==> src/rtl/demux_1_to_4_buffered_pkg.sv <==
// Shared constants and types for the buffered 1-to-4 demultiplexer.
package demux_pkg;

  localparam int NUM_CH    = 4;
  localparam int DEPTH_DEF = 2;

  typedef logic [1:0] chan_sel_t;

  // One-hot decode of a channel select.
  function automatic logic [NUM_CH-1:0] sel_onehot(input chan_sel_t sel);
    logic [NUM_CH-1:0] oh;
    oh      = '0;
    oh[sel] = 1'b1;
    return oh;
  endfunction

endpackage

==> src/rtl/demux_1_to_4_buffered_sync_fifo.sv <==
// Single-clock FIFO with registered storage; head word is read straight
// out of the storage array, so a push is visible only after its edge.
module sync_fifo #(
  parameter int WIDTH = 32,
  parameter int DEPTH = 2
) (
  input  logic             clk,
  input  logic             rst_n,
  input  logic             push_i,
  input  logic [WIDTH-1:0] data_i,
  output logic             full_o,
  input  logic             pop_i,
  output logic             empty_o,
  output logic [WIDTH-1:0] data_o
);

  localparam int AW = (DEPTH > 1) ? $clog2(DEPTH) : 1;
  localparam int CW = $clog2(DEPTH + 1);

  logic [DEPTH-1:0][WIDTH-1:0] mem_q;
  logic [AW-1:0]               wr_ptr_q, wr_ptr_d;
  logic [AW-1:0]               rd_ptr_q, rd_ptr_d;
  logic [CW-1:0]               cnt_q, cnt_d;
  logic                        do_push, do_pop;

  assign full_o  = (cnt_q == CW'(DEPTH));
  assign empty_o = (cnt_q == '0);
  assign data_o  = mem_q[rd_ptr_q];

  // Full blocks pushes even when a pop happens at the same edge.
  assign do_push = push_i && !full_o;
  assign do_pop  = pop_i && !empty_o;

  // Next-state for pointers (wrap via power-of-two width) and occupancy.
  always_comb begin
    wr_ptr_d = wr_ptr_q;
    rd_ptr_d = rd_ptr_q;
    cnt_d    = cnt_q;
    if (do_push) wr_ptr_d = wr_ptr_q + AW'(1);
    if (do_pop)  rd_ptr_d = rd_ptr_q + AW'(1);
    case ({do_push, do_pop})
      2'b10:   cnt_d = cnt_q + CW'(1);
      2'b01:   cnt_d = cnt_q - CW'(1);
      default: cnt_d = cnt_q;
    endcase
  end

  // Pointer/count registers; reset discards all buffered words.
  always_ff @(posedge clk or negedge rst_n) begin
    if (!rst_n) begin
      wr_ptr_q <= '0;
      rd_ptr_q <= '0;
      cnt_q    <= '0;
    end else begin
      wr_ptr_q <= wr_ptr_d;
      rd_ptr_q <= rd_ptr_d;
      cnt_q    <= cnt_d;
    end
  end

  // Storage write; cleared on reset so outputs read zero while in reset.
  always_ff @(posedge clk or negedge rst_n) begin
    if (!rst_n) begin
      for (int i = 0; i < DEPTH; i++) mem_q[i] <= '0;
    end else if (do_push) begin
      mem_q[wr_ptr_q] <= data_i;
    end
  end

endmodule

==> src/rtl/demux_1_to_4_buffered.sv <==
// Routes one input stream to four independently buffered output channels.
// Only select decode and the ready mux live here; buffering is per-channel.
module demux_1_to_4_buffered
  import demux_pkg::*;
#(
  parameter int WIDTH = 32,
  parameter int DEPTH = DEPTH_DEF
) (
  input  logic              clk,
  input  logic              rst_n,
  input  logic [WIDTH-1:0]  in_data,
  input  logic [1:0]        in_sel,
  input  logic              in_valid,
  output logic              in_ready,
  output logic [WIDTH-1:0]  out_data0,
  output logic [WIDTH-1:0]  out_data1,
  output logic [WIDTH-1:0]  out_data2,
  output logic [WIDTH-1:0]  out_data3,
  output logic [NUM_CH-1:0] out_valid,
  input  logic [NUM_CH-1:0] out_ready
);

  logic [NUM_CH-1:0]            full, empty, push, pop;
  logic [NUM_CH-1:0][WIDTH-1:0] head;
  chan_sel_t                    sel;

  assign sel       = chan_sel_t'(in_sel);
  // Ready depends only on the selected channel's fullness, never on valid.
  assign in_ready  = !full[sel];
  assign out_valid = ~empty;
  assign pop       = out_ready & ~empty;

  // Push strobe goes to the selected channel only.
  always_comb begin
    push = '0;
    if (in_valid && in_ready) push = sel_onehot(sel);
  end

  for (genvar i = 0; i < NUM_CH; i++) begin : g_ch
    sync_fifo #(
      .WIDTH (WIDTH),
      .DEPTH (DEPTH)
    ) u_fifo (
      .clk     (clk),
      .rst_n   (rst_n),
      .push_i  (push[i]),
      .data_i  (in_data),
      .full_o  (full[i]),
      .pop_i   (pop[i]),
      .empty_o (empty[i]),
      .data_o  (head[i])
    );
  end

  assign out_data0 = head[0];
  assign out_data1 = head[1];
  assign out_data2 = head[2];
  assign out_data3 = head[3];

endmodule

==> config.mk <==
export PLATFORM = sky130hd
export DESIGN_NAME = demux_1_to_4_buffered
export DESIGN_NICKNAME = d
export VERILOG_FILES = /design/src/rtl/demux_1_to_4_buffered_pkg.sv /design/src/rtl/demux_1_to_4_buffered_sync_fifo.sv /design/src/rtl/demux_1_to_4_buffered.sv
export SDC_FILE = /design/constraint.sdc
export NUM_CORES = 1
export LEC_CHECK = 0
export ABC_AREA = 1
export CELL_PAD_IN_SITES_DETAIL_PLACEMENT = 0
export CELL_PAD_IN_SITES_GLOBAL_PLACEMENT = 2
export CORE_MARGIN = 1.5
export CORE_UTILIZATION = 36
export CTS_BUF_LIST = sky130_fd_sc_hd__clkbuf_2 sky130_fd_sc_hd__clkbuf_4 sky130_fd_sc_hd__clkbuf_8
export DETAILED_ROUTE_END_ITERATION = 7
export PLACE_DENSITY_LB_ADDON = 0.1
export SETUP_SLACK_MARGIN = 0.1
export SYNTH_ARGS = -nofsm -noshare
export SYNTH_HDL_FRONTEND = slang
export SYNTH_HIERARCHICAL = 1
export SYNTH_SLANG_ARGS = --single-unit
==> constraint.sdc <==
create_clock -name clk -period 6.9 [get_ports clk]
set_clock_uncertainty 0.15 [all_clocks]
set_input_delay 0.69 -clock clk [delete_from_list [all_inputs] [get_ports clk]]
set_output_delay 0.69 -clock clk [all_outputs]
set_load 0.1 [all_outputs]
# Word-level counts from Yosys, hierarchy flattened
# Index checks and enable logic that the tools add are counted.
[classes]
shift = 0
n_bitwise = 2
n_eq_ne = 12
mux = 29
n_reduce_logical = 31
mul = 0
magnitude_cmp = 14
add_sub_neg = 16
div = 0
[op_table]
columns = ["cell", "count"]
rows = [
  ["2-to-1 mux 32 bit", 12],
  ["bitwise mux 64 bit", 4],
  ["demux 32 bit (select 1 bit)", 4],
  ["== test 2 bit (second input constant)", 8],
  ["< comparator 1 x 2 -> 1 bit (second input constant)", 8],
  ["case mux 2 bit (2 select lines)", 4],
  ["logical AND 1 bit", 14],
  ["logical NOT 1 bit", 9],
  ["adder 1 bit (second input constant)", 8],
  ["adder 2 x 1 -> 2 bit (second input constant)", 4],
  ["== test 2 x 1 -> 1 bit (second input constant)", 4],
  ["logical NOT 2 bit", 4],
  ["nonzero test 2 bit", 4],
  ["subtractor 2 x 1 -> 2 bit (second input constant)", 4],
  ["AND 4 bit", 1],
  ["greater-or-equal comparator 1 bit (second input constant)", 4],
  ["2-to-1 mux 4 bit", 1],
  ["NOT 4 bit", 1],
  ["< comparator 2 x 3 -> 1 bit (second input constant)", 1],
  ["binary-select mux 1 bit (select 2 bit)", 1],
  ["demux 1 bit (select 2 bit)", 1],
  ["greater-or-equal comparator 2 x 1 -> 1 bit (second input constant)", 1],
  ["2-to-1 mux 1 bit", 2],
]
[word_totals]
wordCells = 124
mem_count = 0
ff_bits = 272
output_inout_bits = 133
ram_bits = 0
latchBits = 0
romBits = 0
inputBits = 41

# Longest topological paths before layout
[depth]
depth_word = 9
ltp_mapped = 18
ltp_nobuf = 15

# Cells and area by module
# The synthesis kept the hierarchy.
[by_module_without_submodules]
columns = ["module", "instances", "cells_per_inst", "seq_area_each_um2", "area_per_inst_um2"]
rows = [
  ["sync_fifo at g_ch[0].u_fifo ...", 3, 418, 1701.6, 3278.1],
  ["sync_fifo at g_ch[3].u_fifo", 1, 418, 1701.6, 3283.1],
  ["demux_1_to_4_buffered", 1, 33, 0.0, 146.4],
]

# Least setup slack after synthesis
# OpenSTA, ideal clock, no wires.
[synth_timing]
kind = "reg-to-reg"
start = "reg g_ch[1].u_fifo.cnt_q[0]"
end = "reg g_ch[3].u_fifo.cnt_q[1]"
path_stages_with_launch = 18
n_path_buf = 3
t_arrival_ps = 2088
period_less_slack_ps = 2355
path_slack_ps = 4545
setup_time_ps = 117
required_ps = 6633
path_cell_list = "dfrtp_1 > inv_2 > nand2_2 > buf_6 > buf_6 > inv_1 > nand2_1 > nand2_2 > nand2_2 > nand3_2 > nor2_1 > buf_2 > nand2_1 > ha_1 > inv_1 > nand3_1 > nand2_1 > nand2_1"
[synth_via]
elab_chain_cells = 9
word_cells_on_any_way = 11
cone_classes = "3 x eq/ne; 4 x mux; 4 x reduce/logical"
[synth_lines]
columns = ["item", "line_no", "text"]
rows = [
  ["from (decl)", "demux_1_to_4_buffered_sync_fifo.sv:23", "logic [CW-1:0] cnt_q, cnt_d;"],
  ["from (signal assigned)", "demux_1_to_4_buffered_sync_fifo.sv:57", "cnt_q <= cnt_d;"],
  ["== test 2 bit *", "demux_1_to_4_buffered_sync_fifo.sv:26", "assign full_o = (cnt_q == CW'(DEPTH));"],
  ["named net full[1]", "demux_1_to_4_buffered.sv:23", "logic [NUM_CH-1:0] full, empty, push, pop;"],
  ["binary-select mux 1 bit (select 2 bit) *", "demux_1_to_4_buffered.sv:29", "assign in_ready = !full[sel];"],
  ["2-to-1 mux 1 bit (implied by the code) *", "demux_1_to_4_buffered.sv:29", ""],
  ["logical NOT 1 bit *", "demux_1_to_4_buffered.sv:29", ""],
  ["logical AND 1 bit *", "demux_1_to_4_buffered.sv:36", "if (in_valid && in_ready) push = sel_onehot(sel);"],
  ["2-to-1 mux 4 bit *", "demux_1_to_4_buffered.sv:36", ""],
  ["named net push[3]", "demux_1_to_4_buffered.sv:23", ""],
  ["logical AND 1 bit *", "demux_1_to_4_buffered_sync_fifo.sv:31", "assign do_push = push_i && !full_o;"],
  ["== test 2 x 1 -> 1 bit / == test 2 bit (equally long branches)", "demux_1_to_4_buffered_sync_fifo.sv:41", "case ({do_push, do_pop})"],
  ["case mux 2 bit (2 select lines) / nonzero test 2 bit (equally long branches)", "-", ""],
  ["to (signal assigned)", "demux_1_to_4_buffered_sync_fifo.sv:57", ""],
  ["to (decl)", "demux_1_to_4_buffered_sync_fifo.sv:23", ""],
]
# The timed path passes the listed nets; every way through them passes the cells marked *. The select of a mux whose other input is x is not followed.
# A chain may end at the register's enable or synchronous reset.

# Worst setup path in the final report
[layout_timing]
start = "reg g_ch[1].u_fifo.rd_ptr_q"
end = "out out_data1[6]"
[layout_via]
elab_chain_cells = 2
[layout_lines]
columns = ["item", "line_no", "text"]
rows = [
  ["from (decl)", "demux_1_to_4_buffered_sync_fifo.sv:22", "logic [AW-1:0] rd_ptr_q, rd_ptr_d;"],
  ["from (signal assigned)", "demux_1_to_4_buffered_sync_fifo.sv:56", "rd_ptr_q <= rd_ptr_d;"],
  ["2-to-1 mux 32 bit (implied by the code) (2 in series)", "demux_1_to_4_buffered_sync_fifo.sv:28", "assign data_o = mem_q[rd_ptr_q];"],
  ["to (decl)", "demux_1_to_4_buffered.sv:16", "output logic [WIDTH-1:0] out_data1,"],
]
# Every way passes these cells. The select of a mux whose other input is x is not followed.

==> flow_summary.ini <==
[run_status]
status = finished, final reports clean

[grt]
gr-total-overflow = 0
antenna_found_initial = 0
grt_pass1_vias = 11500
grt_usage_pct = 24.5
grt_max_degree = 122
grt_pass1_wl_mm = 71.5

[setup_path]
critPathLaunchType = register
cp.required_ns = 6.06
crit_arrival_ns = 3.40
max_stage_delay_ns = 1.13
crit_fanout = 34
crit_type = reg2out
path_cells = buf_4, inv_1, nand2_1, nand2_1, clkdlybuf4s50_1
worst_path_max_delay_cell = clkdlybuf4s50_1
crit_path_end_kind = primary output
crit_top_cell = nand2_1

[synthesis]
syn_nets = 1750
ys_top_cells_by_count = 947 x nand2_1, 272 x dfrtp_1, 262 x nand4_1
synthXorXnorAreaFrac_pct = 0.264
yosysWarnings = 6
synth_top_area_cell = dfrtp_1
synth_compound_area_share_pct = 0
yosys.area_share.simple_pct = 40.7
netlist_area_um2 = 13300
synth.avg_cell_area_um2 = 7.78
yosys_most_used_dff = dfrtp_1
synth_area_leaders = dfrtp_1 51%, nand2_1 27%, nand4_1 12%
synth-edff-count = 0
seq_area_frac_synth_pct = 51.3
synth_seq_cells = 272
synth.most_common_cell = nand2_1
synth_mux_area_share_pct = 0
yosysUniqueCellTypes = 17
synth_fa_ha_area_share_pct = 0.377
async_flop_share_pct = 100
syn_inst = 1705
synth_top_area_share_pct = 51.3
synth_top_family_by_area = simple AND/OR/NAND/NOR gates

[route]
vias = 12000
dr.pass1.iters = 5
drt-total-wl_mm = 46.6
wl_per_cell_um = 20.2
drtIter0Drc = 888
viasPerCell = 5.19
ant_nets = 0
drc = 0

[floorplanning]
die_height_um = 195
core-area_um2 = 36400
fp-row-count = 70
die_w_um = 195
initial_core_util_pct = 36.4
dieArea_um2 = 38000
ioPinCount = 174

[clocking]
cts_buffer_depth = 3
postCtsSetupBuffers = 0
cts_sinks = 272
hold_buffers = 0
htree_levels = 2
insertion_delay_ns = 0.58
cts.repair.resized = 0
path_clk_slew_ns = 0.06
cts_tree = built
ctsRootBufferMaster = clkbuf_8
cts_buffers = 50

[cells_and_area]
syn_to_final_growth_pct = 20.5
layout-drive-gt1-share_pct = 7.15
nNetsFinal = 1859
post-route-cell-area_um2 = 16000
fill_cells = 3801
diodes = 0

[placement]
postPlaceCellArea_um2 = 15000
place_hpwl_mm = 26.2
dp_slack_ns = 3.18
io_buffers = 173
routabilityCongestion = 0.783

[sta]
slew_headroom_pct = 16.3
final_hold_viol_count = 0
setup_viol = 0
tightestPinTransition_ns = 1.25
slew_violations = 0
max_freq_mhz = 236
fin_ws_ns = 2.66
min_period_ns = 4.24
fin_setup_tns_ns = 0
fin_crit_sh_pct = 61.4
rsz0062_at_grt = false

[flow_run]
max_cap_viol_count = 0

[worst_hold_path]
hold_class = in2async
-- logic make-up after synthesis --
kind of cell  count (synthesis)
simple gates               1240
fa+ha+maj                     4
xor+xnor                      4
buf+inv                     185
flops                       272
-- cells in the final DEF, fill, tap and decap left out, drive strengths merged --
cell / netlist / layout
and2: 1 / 1
buf: 117 / 21
clkbuf: 19 / 81
clkdlybuf4s50: 0 / 172
clkinv: 0 / 4
dfrtp: 272 / 272
ha: 4 / 4
inv: 49 / 47
nand2: 954 / 954
nand3: 17 / 17
nand4: 262 / 262
nor2: 6 / 6
xnor2: 4 / 4
-- through the flow --
step	utilization [%]	cells	hold WS, ns
after floorplan	-	1705	0.244
after global placement	41.1	2230	0.303
after detailed placement	41.1	2230	0.308
after CTS	43.9	2313	0.0393
after global routing	43.9	2313	0.0541
final	43.9	2313	0.00583
-- worst max-delay path: cells and delay by family (launching register included) --
family | cells | cell delay [ns]
buffers and inverters | 3 | 2.20
AND/OR/NAND/NOR | 2 | 0.24
flip-flops | 1 | 0.36
-- layer usage --
layer / GRT usage, % / vias to the layer above / wire length (um) / part of all wire (%)
li1: - / 5763 / - / -
met1: 36.1 / 5869 / 22100 / 47
met2: 37.7 / 302 / 21300 / 46
met3: 3.31 / 59 / 2200 / 4.7
met4: 6.63 / 0 / 1010 / 2.2
met5: 0 / - / 0 / 0
-- final timing paths --
path | startpoint | end | slack [ns] | cells after the start
max in group asynchronous | rst_n | g_ch[3].u_fifo/mem_q[61] | 5.31 | 2
worst min-delay path | rst_n | g_ch[2].u_fifo/mem_q[10] | 0.006 | 1
worst max-delay path | g_ch[1].u_fifo/rd_ptr_q | out_data1[6] | 2.66 | 5
worst min register to register | g_ch[2].u_fifo/mem_q[12] | g_ch[2].u_fifo/mem_q[12] | 0.32 | 2
worst max register to register | g_ch[1].u_fifo/cnt_q[0] | g_ch[0].u_fifo/mem_q[1] | 3.26 | 13
min in group clk | g_ch[2].u_fifo/mem_q[12] | g_ch[2].u_fifo/mem_q[12] | 0.32 | 2
-- registers in the layout, indices dropped and copies added (netlist names) --
signal                cells
g_ch.u_fifo/mem_q       256
g_ch.u_fifo/cnt_q         8
g_ch.u_fifo/rd_ptr_q      4
g_ch.u_fifo/wr_ptr_q      4
-- layout make-up --
cell class | count | area [um2] | share of cell area (%)
Inverter | 49 | 184 | 1.15
Multi-Input combinational cell | 1248 | 5500 | 34.4
Tap cell | 468 | 586 | 3.66
Sequential cell | 272 | 6810 | 42.6
Clock inverter | 2 | 10.0 | 0.0626
Timing Repair Buffer | 193 | 1900 | 11.9
Clock buffer | 81 | 996 | 6.23
Power is left out: the tool's default activity adds up to more than one toggle a clock period on the data nets, which glitch-free logic cannot reach.
